**config.mk**
```make
export PLATFORM = sky130hd
export DESIGN_NAME = seq_power_step
export DESIGN_NICKNAME = d
export VERILOG_FILES = /design/src/rtl/seq_power_step.sv
export SDC_FILE = /design/constraint.sdc
export NUM_CORES = 1
export LEC_CHECK = 0
export CORE_UTILIZATION = 63
export DETAILED_ROUTE_END_ITERATION = 8
export PLACE_DENSITY = 0.88
export SETUP_SLACK_MARGIN = 0.02
export SLEW_MARGIN = 30
export SYNTH_ARGS = -nofsm -noshare
export SYNTH_HDL_FRONTEND = slang
export SYNTH_SLANG_ARGS = --single-unit
```
**constraint.sdc**
```tcl
create_clock -name clk -period 6.3 [get_ports clk]
set_input_delay 0.945 -clock clk [delete_from_list [all_inputs] [get_ports clk]]
set_output_delay 0.945 -clock clk [all_outputs]
set_load 0.01 [all_outputs]
```
**src/rtl/seq_power_step.sv**
```systemverilog
// One power-sequencer step: enable regulator, settle, debounce pgood, retry then fault; watch for brownout.
// Latency start edge -> seq_done is 1+SETTLE_CYCLES+DEBOUNCE_CYCLES clocks; no backpressure, seq_rdy only gates new starts.
module seq_power_step #(
  parameter int SETTLE_CYCLES   = 16,
  parameter int DEBOUNCE_CYCLES = 4,
  parameter int TIMEOUT_CYCLES  = 100,
  parameter int OFF_CYCLES      = 8,
  parameter int MAX_RETRIES     = 1
) (
  input  logic       clk,
  input  logic       rst,
  input  logic       arm,
  input  logic       seq_start,
  input  logic       pgood_in,
  input  logic       shutdown,
  output logic       seq_rdy,
  output logic       seq_done,
  output logic       en_out,
  output logic       fault,
  output logic [3:0] attempts
);

  localparam logic [2:0] S_IDLE   = 3'd0;
  localparam logic [2:0] S_SETTLE = 3'd1;
  localparam logic [2:0] S_CHECK  = 3'd2;
  localparam logic [2:0] S_OFF    = 3'd3;
  localparam logic [2:0] S_DONE   = 3'd4;
  localparam logic [2:0] S_FAULT  = 3'd5;

  localparam int SW = $clog2(SETTLE_CYCLES) + 1;
  localparam int DW = $clog2(DEBOUNCE_CYCLES) + 1;
  localparam int TW = $clog2(TIMEOUT_CYCLES) + 1;
  localparam int OW = $clog2(OFF_CYCLES) + 1;

  // Each phase ends on the clock where its counter already holds N-1.
  localparam logic [SW-1:0] SETTLE_LAST = SW'(SETTLE_CYCLES - 1);
  localparam logic [DW-1:0] DB_LAST     = DW'(DEBOUNCE_CYCLES - 1);
  localparam logic [TW-1:0] TO_LAST     = TW'(TIMEOUT_CYCLES - 1);
  localparam logic [OW-1:0] OFF_LAST    = OW'(OFF_CYCLES - 1);
  localparam logic [3:0]    MAX_R       = 4'(MAX_RETRIES);

  logic [2:0]    state;
  logic          pgood_m;
  logic          pgood_s;
  logic          seq_start_d;
  logic          edge_ok;
  logic          start_q;
  logic [SW-1:0] settle_cnt;
  logic [DW-1:0] dbnc_cnt;
  logic [TW-1:0] tmo_cnt;
  logic [OW-1:0] off_cnt;

  always_ff @(posedge clk or negedge rst) begin
    if (!rst) begin
      state       <= S_IDLE;
      pgood_m     <= 1'b0;
      pgood_s     <= 1'b0;
      seq_start_d <= 1'b0;
      edge_ok     <= 1'b0;
      start_q     <= 1'b0;
      settle_cnt  <= '0;
      dbnc_cnt    <= '0;
      tmo_cnt     <= '0;
      off_cnt     <= '0;
      seq_rdy     <= 1'b0;
      seq_done    <= 1'b0;
      en_out      <= 1'b0;
      fault       <= 1'b0;
      attempts    <= 4'd0;
    end else begin
      pgood_m     <= pgood_in;
      pgood_s     <= pgood_m;
      seq_start_d <= seq_start;
      // edge_ok stops a level held across reset release from looking like a fresh edge.
      edge_ok     <= 1'b1;
      start_q     <= seq_start & ~seq_start_d & edge_ok;

      if (shutdown) begin
        state      <= S_IDLE;
        start_q    <= 1'b0;
        settle_cnt <= '0;
        dbnc_cnt   <= '0;
        tmo_cnt    <= '0;
        off_cnt    <= '0;
        seq_rdy    <= 1'b0;
        seq_done   <= 1'b0;
        en_out     <= 1'b0;
        fault      <= 1'b0;
        attempts   <= 4'd0;
      end else begin
        case (state)
          S_IDLE: begin
            en_out   <= 1'b0;
            seq_done <= 1'b0;
            fault    <= 1'b0;
            attempts <= 4'd0;
            if (start_q && arm) begin
              state      <= S_SETTLE;
              en_out     <= 1'b1;
              settle_cnt <= '0;
              seq_rdy    <= 1'b0;
            end else begin
              seq_rdy <= arm;
            end
          end

          S_SETTLE: begin
            seq_rdy <= 1'b0;
            if (settle_cnt == SETTLE_LAST) begin
              state    <= S_CHECK;
              dbnc_cnt <= '0;
              tmo_cnt  <= '0;
            end else if (settle_cnt < SETTLE_LAST) begin
              settle_cnt <= settle_cnt + 1'b1;
            end
          end

          S_CHECK: begin
            seq_rdy <= 1'b0;
            // A completed debounce takes precedence over a coincident timeout.
            if (pgood_s && dbnc_cnt == DB_LAST) begin
              state    <= S_DONE;
              seq_done <= 1'b1;
              dbnc_cnt <= '0;
            end else begin
              if (!pgood_s)
                dbnc_cnt <= '0;
              else if (dbnc_cnt < DB_LAST)
                dbnc_cnt <= dbnc_cnt + 1'b1;

              if (tmo_cnt == TO_LAST) begin
                en_out <= 1'b0;
                if (attempts < MAX_R) begin
                  state    <= S_OFF;
                  attempts <= attempts + 1'b1;
                  off_cnt  <= '0;
                end else begin
                  state <= S_FAULT;
                  fault <= 1'b1;
                end
              end else if (tmo_cnt < TO_LAST) begin
                tmo_cnt <= tmo_cnt + 1'b1;
              end
            end
          end

          S_OFF: begin
            seq_rdy <= 1'b0;
            en_out  <= 1'b0;
            if (off_cnt == OFF_LAST) begin
              state      <= S_SETTLE;
              en_out     <= 1'b1;
              settle_cnt <= '0;
            end else if (off_cnt < OFF_LAST) begin
              off_cnt <= off_cnt + 1'b1;
            end
          end

          S_DONE: begin
            seq_rdy <= 1'b0;
            // Brownout: only an unbroken run of low samples counts.
            if (pgood_s) begin
              dbnc_cnt <= '0;
            end else if (dbnc_cnt == DB_LAST) begin
              state    <= S_FAULT;
              en_out   <= 1'b0;
              seq_done <= 1'b0;
              fault    <= 1'b1;
              dbnc_cnt <= '0;
            end else if (dbnc_cnt < DB_LAST) begin
              dbnc_cnt <= dbnc_cnt + 1'b1;
            end
          end

          S_FAULT: begin
            seq_rdy  <= 1'b0;
            en_out   <= 1'b0;
            seq_done <= 1'b0;
            fault    <= 1'b1;
          end

          default: begin
            state    <= S_IDLE;
            seq_rdy  <= 1'b0;
            en_out   <= 1'b0;
            seq_done <= 1'b0;
          end
        endcase
      end
    end
  end

endmodule

```
==> impl_metrics.yaml, run 1 <==
run_status:
  status: "finished, final reports clean"
clock_tree:
  clkSinkCount: 36
  post_cts.repair.setup_buffers: 0
  clk_transition_reported_paths_ns: 0.09
  holdBufCountCts: 0
  htree_levels: 2
  cts_made_buffers: 5
  clockBufferDepth: 2
  cts_resized: 0
  root_buffer: "clkbuf_4"
  cts_tree: "yes"
  insertion_delay_ns: 0.35
die:
  die_h_um: 58.92
  die-area_um2: 3471
  initial_core_util: 0.6684
  rows: 20
  die_w_um: 58.92
  fp.coreArea_um2: 3053
  io_pins: 14
synthesis:
  synth_ff_type: "dfrtp_1"
  synth_cell_type_count: 61
  yosysSeqAreaShare: 0.4414
  synth_nets: 226
  syn_area_um2: 2041
  ys_warn_count: 0
  synth.avg_cell_area_um2: 9.581
  synth_most_common_cell: "dfrtp_1"
  synth_edf_count: 0
  synthTopCellsByArea: "dfrtp_1 44%, ha_1 4.3%, nand2_1 3.7%"
  synth_common_cells: "36 x dfrtp_1, 20 x nand2_1, 15 x nor2_1"
  async_flop_share: 1.000
  yosys.area.top_type: "dfrtp_1"
  synth_seq_cells: 36
  synth_top_area_frac: 0.4414
  synth_cells: 213
global_routing:
  grt_use_total: 0.2772
  grt_pass1_vias: 1613
  grt_first_pass_wirelength_um: 7113
  grt_max_degree: 37
  antenna_found_initial: 0
  grt-ovfl-total: 0
drt:
  via_per_inst: 6.048
  postRouteWirelength_um: 4164
  drc_errors: 0
  num_vias: 1645
  wl_per_cell_um: 15.31
  ant_nets: 0
  dr.pass1.iters: 4
  drt-initial-drc-count: 85
setup_path:
  crit_path_max_fanout: 24
  critPathTopFamily: "simple AND/OR/NAND/NOR gates"
  max_stage_delay_ns: 0.85
  crit_slowest_cell: "clkdlybuf4s50_1"
  path_buf_inv: 1
  crit_start: "shutdown"
  worst_setup_path_start_kind: "input pin"
  rr_startpoint: "state[2]"
  arrival_ns: 3.69
  critPathKind: "in -> reg"
  worstPathRequired_ns: 6.53
  crit_chain: "clkdlybuf4s50_1 > nor2_1 > and2_0 > o21ai_1 > a21boi_2 > a32o_1"
  end_kind: "flop"
sta:
  relSlewSlack: 0.4226
  finalMaxSlewViolations: 0
  setup_viol: 0
  fin_setup_tns_ns: 0
  holdWs_ns: 0.3682
  max_freq_mhz: 289.0
  rsz0062_at_grt: "no"
  worst_pin_slew_ns: 0.8633
  skew_ns: 0.01719
  finalCritPeriodShare: 0.5491
  min_period_ns: 3.460
  finalHoldViolations: 0
pwr:
  p_leak_nw: 0.9987
  p_per_area_nw_per_um2: 257.8
  irDropWorstVdd_uv: 172.4
worst_hold_path:
  hp-class: "reg -> reg"
  hp-start: "pgood_m"
layout:
  layout-drive-gt1-share: 0.1096
  syn_to_final_growth_pct: 10.36
  nNetsFinal: 240
  diodes: 0
  n_fill_cell: 230
place:
  hpwl_um: 3012
  gp_congestion: 0.8322
  io_buffers: 13
flow_run:
  drv_cap: 0
## layer usage
layer	up-vias	part of all wire	global-route usage
met1	793	0.44	0.3333
met3	9	0.046	0.06154
met5	-	0	0
met4	0	0.021	0.1429
li1	799	-	-
met2	44	0.49	0.4659
## flip-flops by register name, indices dropped and copies added, names as in the netlist, 3 cells and up
signal / cells
tmo_cnt: 8
settle_cnt: 5
attempts: 4
off_cnt: 4
dbnc_cnt: 3
state: 3
## kinds of logic after synthesis
group / Yosys count / share of synthesized area
simple gates: 89 / 0.2459
compound gates: 52 / 0.1760
flops: 36 / 0.4414
buf+inv: 18 / 0.04292
mux: 8 / 0.04047
fa+ha+maj: 7 / 0.04292
xor+xnor: 2 / 0.008585
other cells: 1 / 0.001838
## worst reg2reg max path: cells and delay by family, from the launching register on
| kind | cells | cell delay, ns |
|---|---|---|
| simple gates | 2 | 0.98 |
| compound gates | 3 | 0.77 |
| flops | 1 | 0.57 |
## layout make-up
cell class | count | area [um^2] | area share
well taps | 44 | 55.05 | 0.02444
multi-input cells | 159 | 1059 | 0.4700
inverters | 11 | 41.29 | 0.01833
flip-flops and latches | 36 | 900.9 | 0.4000
clock buffers | 8 | 58.81 | 0.02611
repair buffers | 14 | 137.6 | 0.06111
## report_power, final
| part | internal [mW] | leakage [nW] | total [mW] | switching, mW |
|---|---|---|---|---|
| combinational | 0.0717 | 0.478 | 0.166 | 0.0946 |
| clock | 0.0551 | 0.0326 | 0.130 | 0.0753 |
| sequential | 0.250 | 0.488 | 0.284 | 0.0336 |
| total | 0.377 | 0.999 | 0.581 | 0.203 |
## through the flow
step	power [mW]	area, um^2	std cells	setup slack, ns	utilization
2_1_floorplan	0.4108	2041	213	4.047	-
3_3_place_gp	0.4403	2187	264	2.664	0.7164
3_5_place_dp	0.4500	2187	264	2.537	0.7164
4_1_cts	0.5772	2246	272	2.906	0.7357
5_1_grt	0.6163	2252	272	2.624	0.7377
6_report	0.5806	2252	272	2.840	0.7377
## path summary, 6_finish.rpt
check	to	slack, ns	depth (start not counted)
setup / recovery	off_cnt[3]	2.84	6
hold / removal	pgood_s	0.37	0
setup reg to reg	off_cnt[3]	3.87	5
hold reg to reg	pgood_s	0.37	0
max in group asynchronous	start_q	4.98	2
min in group asynchronous	tmo_cnt[6]	0.99	2
## placed cells by master, fill, tap and decap left out, drive strengths merged, types with 2 or more instances in the layout
cell type      Yosys  routed
nor2              15      15
inv               11      11
a211oi             2       2
nor3b              2       2
nand3              9       9
nand2             20      20
or3                2       2
o21a               4       4
and2               3       3
mux2i              6       6
a21oi             10      10
or4                3       3
nor3              12      12
and4b              2       2
clkbuf             3       8
o22ai              3       3
o21ai             13      13
a32o               2       2
a31oi              2       2
dfrtp             36      36
nand3b             2       2
nor2b              6       6
a21boi             2       2
and3               3       3
a31o               2       2
mux2               2       2
o22a               2       2
clkdlybuf4s50      0      13
nor4bb             2       2
ha                 7       7
Note: power is estimated with default switching activity, not from simulation.
==> run 2, diff against run 1 <==
- CORE_UTILIZATION: 63 -> 58
- PLACE_DENSITY: 0.88 -> 0.83
- clock period: 6.3 -> 3.4 ns (I/O delays scaled with it)
==> impl_metrics.yaml, run 2 (synthesis gave the netlist of run 1 again) <==
layout:
  diodes: 0
  final_common_cell: "dfrtp_1"
  top_regs: "tmo_cnt: 8 flops, settle_cnt: 5 flops"
  nNetsFinal: 242
  largest_reg_flops: 8
  layout_common_cells: "36 x dfrtp_1, 20 x nand2_1, 15 x nor2_1"
  syn_to_final_growth_pct: 10.67
  layout-drive-gt1-share: 0.1174
  design_area_um2: 2258
  regMostFlops: "tmo_cnt"
  fin_cells: 276
global_routing:
  grt_first_pass_wirelength_um: 6803
  grt-ovfl-total: 0
  antenna_found_initial: 0
  grt_pass1_vias: 1545
  grt_max_degree: 37
  grt_use_total: 0.2513
drt:
  ant_nets: 0
  via_per_inst: 6.022
  wl_per_cell_um: 14.82
  num_vias: 1662
  drc_errors: 0
  drt-initial-drc-count: 122
  dr.pass1.iters: 4
  postRouteWirelength_um: 4091
clock_tree:
  post_cts.repair.setup_buffers: 0
  root_buffer: "clkbuf_4"
  cts_resized: 0
  clockBufferDepth: 2
  clkSinkCount: 36
  insertion_delay_ns: 0.35
  clk_transition_reported_paths_ns: 0.11
  cts_made_buffers: 5
  holdBufCountCts: 0
  cts_tree: "yes"
  htree_levels: 2
setup_path:
  crit_slowest_cell: "nor4bb_1"
  crit_chain: "clkdlybuf4s50_1 > nor4bb_1 > a32oi_1 > nand3_1 > mux2_2"
  end_kind: "flop"
  critPathKind: "in -> reg"
  crit_path_max_fanout: 11
  arrival_ns: 2.56
  worstPathRequired_ns: 3.64
  worst_setup_path_start_kind: "input pin"
  max_stage_delay_ns: 0.73
place:
  gp_congestion: 0.8503
  dpl_cell_area_um2: 2200
  hpwl_um: 2911
  dp_cells: 268
  io_buffers: 13
pwr:
  p_leak_nw: 1.008
  irDropWorstVdd_uv: 302.8
  p_per_area_nw_per_um2: 480.9
die:
  die-area_um2: 3760
  rows: 21
  fp.coreArea_um2: 3363
  io_pins: 14
  die_w_um: 61.32
  initial_core_util: 0.6068
  die_h_um: 61.32
sta:
  finalMaxSlewViolations: 0
  finalCritPeriodShare: 0.6826
  rsz0062_at_grt: "no"
  worst_pin_slew_ns: 0.8059
  holdWs_ns: 0.2415
  relSlewSlack: 0.4627
  setup_viol: 0
  min_period_ns: 2.321
  max_freq_mhz: 430.9
  fin_setup_tns_ns: 0
  finalHoldViolations: 0
  skew_ns: 0.004065
worst_hold_path:
  hp-class: "in -> async"
run_status:
  status: "finished, final reports clean"
flow_run:
  drv_cap: 0
## run 2: final timing paths
check | slack, ns | cells after the start | start | to
max in group asynchronous | 2.66 | 1 | rst | pgood_m
setup / recovery | 1.08 | 5 | shutdown | state[1]
setup reg to reg | 1.08 | 6 | tmo_cnt[0] | tmo_cnt[3]
hold reg to reg | 0.36 | 0 | pgood_m | pgood_s
min in group clk | 0.36 | 0 | pgood_m | pgood_s
hold / removal | 0.24 | 1 | rst | tmo_cnt[7]
## run 2: per-layer routing
layer  wire, um  track usage
met5          0            0
met2       1988       0.4084
met1       1886       0.3261
met3        141      0.04412
met4         74       0.1201
## run 2: stage by stage
step	power, mW	setup slack (ns)	utilization
4_1_cts	1.084	1.085	0.6715
3_3_place_gp	0.8310	0.8284	0.6540
5_1_grt	1.151	0.9056	0.6715
3_5_place_dp	0.8454	0.7647	0.6540
2_1_floorplan	0.7611	1.261	-
6_report	1.086	1.079	0.6715
## run 2: power breakdown
| part | switching, mW | internal (mW) |
|---|---|---|
| combinational | 0.174 | 0.138 |
| clock | 0.144 | 0.102 |
| sequential | 0.0639 | 0.464 |
| total | 0.382 | 0.704 |
## run 2: layout make-up
| class | instances | area [um^2] |
|---|---|---|
| clock buffers | 8 | 58.81 |
| fillers | 301 | 1105 |
| inverters | 11 | 41.29 |
| multi-input cells | 159 | 1052 |
| flip-flops and latches | 36 | 900.9 |
| well taps | 46 | 57.56 |
| repair buffers | 16 | 147.6 |
## run 2: critical path, delay by kind of cell
family                 cells  cell delay (ns)
buffers and inverters      1             0.60
AND/OR/NAND/NOR            2             0.89
AO/OA/AOI/OAI              1             0.20
multiplexers               1             0.35
==> run 3, diff against run 2 <==
- CORE_UTILIZATION: 58 -> 52
- PLACE_DENSITY: 0.83 -> 0.79
- clock period: 3.4 -> 1.9 ns (I/O delays scaled with it)
==> impl_metrics.yaml, run 3 (synthesis gave the netlist of run 1 again) <==
setup_path:
  crit_path_max_fanout: 5
  crit_chain: "ha_2 > or4_1 > a311o_1 > a21oi_4 > buf_4 > buf_4 > a31o_2"
  r2r.worst_path.cells: 7
  end_kind: "flop"
  worst_setup_path_start_kind: "flop"
  crit_top_cell: "buf_4"
  crit_slowest_cell: "or4_1"
  r2r_setup_slack_ns: -0.15
  max_stage_delay_ns: 0.39
  worstPathRequired_ns: 2.13
  r2r-end: "tmo_cnt[3]"
  path_buf_inv: 2
  rr_startpoint: "tmo_cnt[1]"
  critPathKind: "reg -> reg"
  arrival_ns: 2.28
  critPathTopFamily: "compound AO/OA/AOI/OAI gates"
place:
  gp_congestion: 0.8838
  hpwl_um: 3256
  io_buffers: 13
drt:
  postRouteWirelength_um: 5226
  drc_errors: 0
  dr.pass1.iters: 4
  wl_per_cell_um: 15.98
  ant_nets: 0
  num_vias: 1890
  via_per_inst: 5.780
  drt-initial-drc-count: 94
layout:
  final_common_cell: "buf_4"
  diodes: 0
  largest_reg_flops: 8
  n_fill_cell: 252
  utilization: 0.7582
  syn_to_final_growth_pct: 38.07
  layout_common_cells: "50 x buf_4, 36 x dfrtp_1, 19 x nand2_1"
  layout-drive-gt1-share: 0.3369
  nNetsFinal: 292
  regMostFlops: "tmo_cnt"
  top_regs: "tmo_cnt: 8 flops, settle_cnt: 5 flops"
clock_tree:
  insertion_delay_ns: 0.29
  cts_made_buffers: 5
  holdBufCountCts: 0
  htree_levels: 2
  clockBufferDepth: 2
  cts_tree: "yes"
  clkSinkCount: 36
  clk_transition_reported_paths_ns: 0.07
  root_buffer: "clkbuf_8"
global_routing:
  grt-ovfl-total: 0
  grt_use_total: 0.2582
  antenna_found_initial: 0
  grt_max_degree: 37
  grt_pass1_vias: 1813
  grt_first_pass_wirelength_um: 8217
pwr:
  intPower_mw: 1.556
  swShare: 0.3424
  pwr-share-clk: 0.217
  switchingPower_uw: 810.3
  total_power_mw: 2.366
  p_leak_nw: 1.299
  p_per_area_nw_per_um2: 839.8
  seqPwrFrac: 0.382
  pwr-share-comb: 0.401
  irDropWorstVdd_uv: 444.9
die:
  rows: 22
  fp.coreArea_um2: 3716
  io_pins: 14
  die_w_um: 64.65
  initial_core_util: 0.5492
  die_h_um: 64.65
  die-area_um2: 4179
sta:
  rsz0062_at_grt: "yes"
  finalCritPeriodShare: 1.077
  relSlewSlack: 0.4621
  max_freq_mhz: 488.9
  setup_slack_ns: -0.1455
  finalMaxSlewViolations: 0
  worst_pin_slew_ns: 0.8068
  finalHoldViolations: 0
  setup_viol: 14
  min_period_ns: 2.046
  skew_ns: 0.01067
run_status:
  violations: "setup timing"
  status: "finished with violations"
flow_run:
  drv_cap: 0
worst_hold_path:
  hp-class: "in -> async"
## run 3: cell count changes in the layout (fill, tap and decap cells not counted), sizes merged
cell	delta
clkbuf	-2
buf	+50
clkinv	+1
## run 3: repair_timing
item,4_1_cts,5_1_grt
setup buffers,7,5
pin swaps,12,9
resized for setup,17,10
endpoints found under the setup margin,25,21
gates cloned,0,0
## run 3: layout make-up
cell class              count  area, um^2  area share
multi-input cells         159        1195      0.4241
flip-flops and latches     36       900.9      0.3197
repair buffers             66       543.0      0.1927
clock buffers               6       72.57     0.02575
well taps                  48       60.06     0.02131
inverters                  11       41.29     0.01465
clock inverters             1       5.005    0.001776
## run 3: worst max path at each step
stage	start	endpoint	cells past startpoint
final	tmo_cnt[1]	tmo_cnt[3]	7
after global routing	tmo_cnt[1]	tmo_cnt[2]	6
after CTS	tmo_cnt[1]	tmo_cnt[2]	6
after detailed placement	tmo_cnt[1]	off_cnt[0]	7
after global placement	tmo_cnt[0]	attempts[1]	7
after floorplan	tmo_cnt[0]	tmo_cnt[2]	6
## run 3: power by group through the flow
stage | registers, mW | clock network, mW | logic (mW)
after detailed placement | 0.907 | 0 | 0.782
final | 0.904 | 0.513 | 0.950
after global routing | 0.908 | 0.548 | 1.03
after floorplan | 0.893 | 0 | 0.482
after global placement | 0.904 | 0 | 0.769
after CTS | 0.891 | 0.522 | 0.869
## run 3: worst reg2reg max path: cells and delay by family (launching register included)
| kind | cells | cell delay (ns) |
|---|---|---|
| AOI/OAI and AO/OA | 3 | 0.78 |
| and+or+nand+nor | 1 | 0.39 |
| DFF | 1 | 0.38 |
| buffers and inverters | 2 | 0.24 |
| adders and majority gates | 1 | 0.20 |
## run 3: per-layer routing
layer	vias to the layer above	routed length [um]	part of all wire	global-route usage
li1	906	-	-	-
met1	907	2195	0.42	0.3387
met2	63	2597	0.50	0.4132
met3	14	285	0.055	0.05282
met4	0	147	0.028	0.1111
met5	-	0	0	0
## run 3: per-stage QoR
stage / TNS, ns / cells / worst slack (ns) / hold slack, ns / instance area, um^2
2_1_floorplan: -0.2105 / 213 / -0.06915 / -0.01059 / 2072
3_3_place_gp: -1.136 / 308 / -0.1094 / 0.3337 / 2519
3_5_place_dp: -1.633 / 308 / -0.1380 / 0.3418 / 2519
4_1_cts: -0.2970 / 322 / -0.08185 / 0.1097 / 2730
5_1_grt: -1.651 / 327 / -0.2020 / 0.1629 / 2818
6_report: -0.7676 / 327 / -0.1455 / 0.07779 / 2818
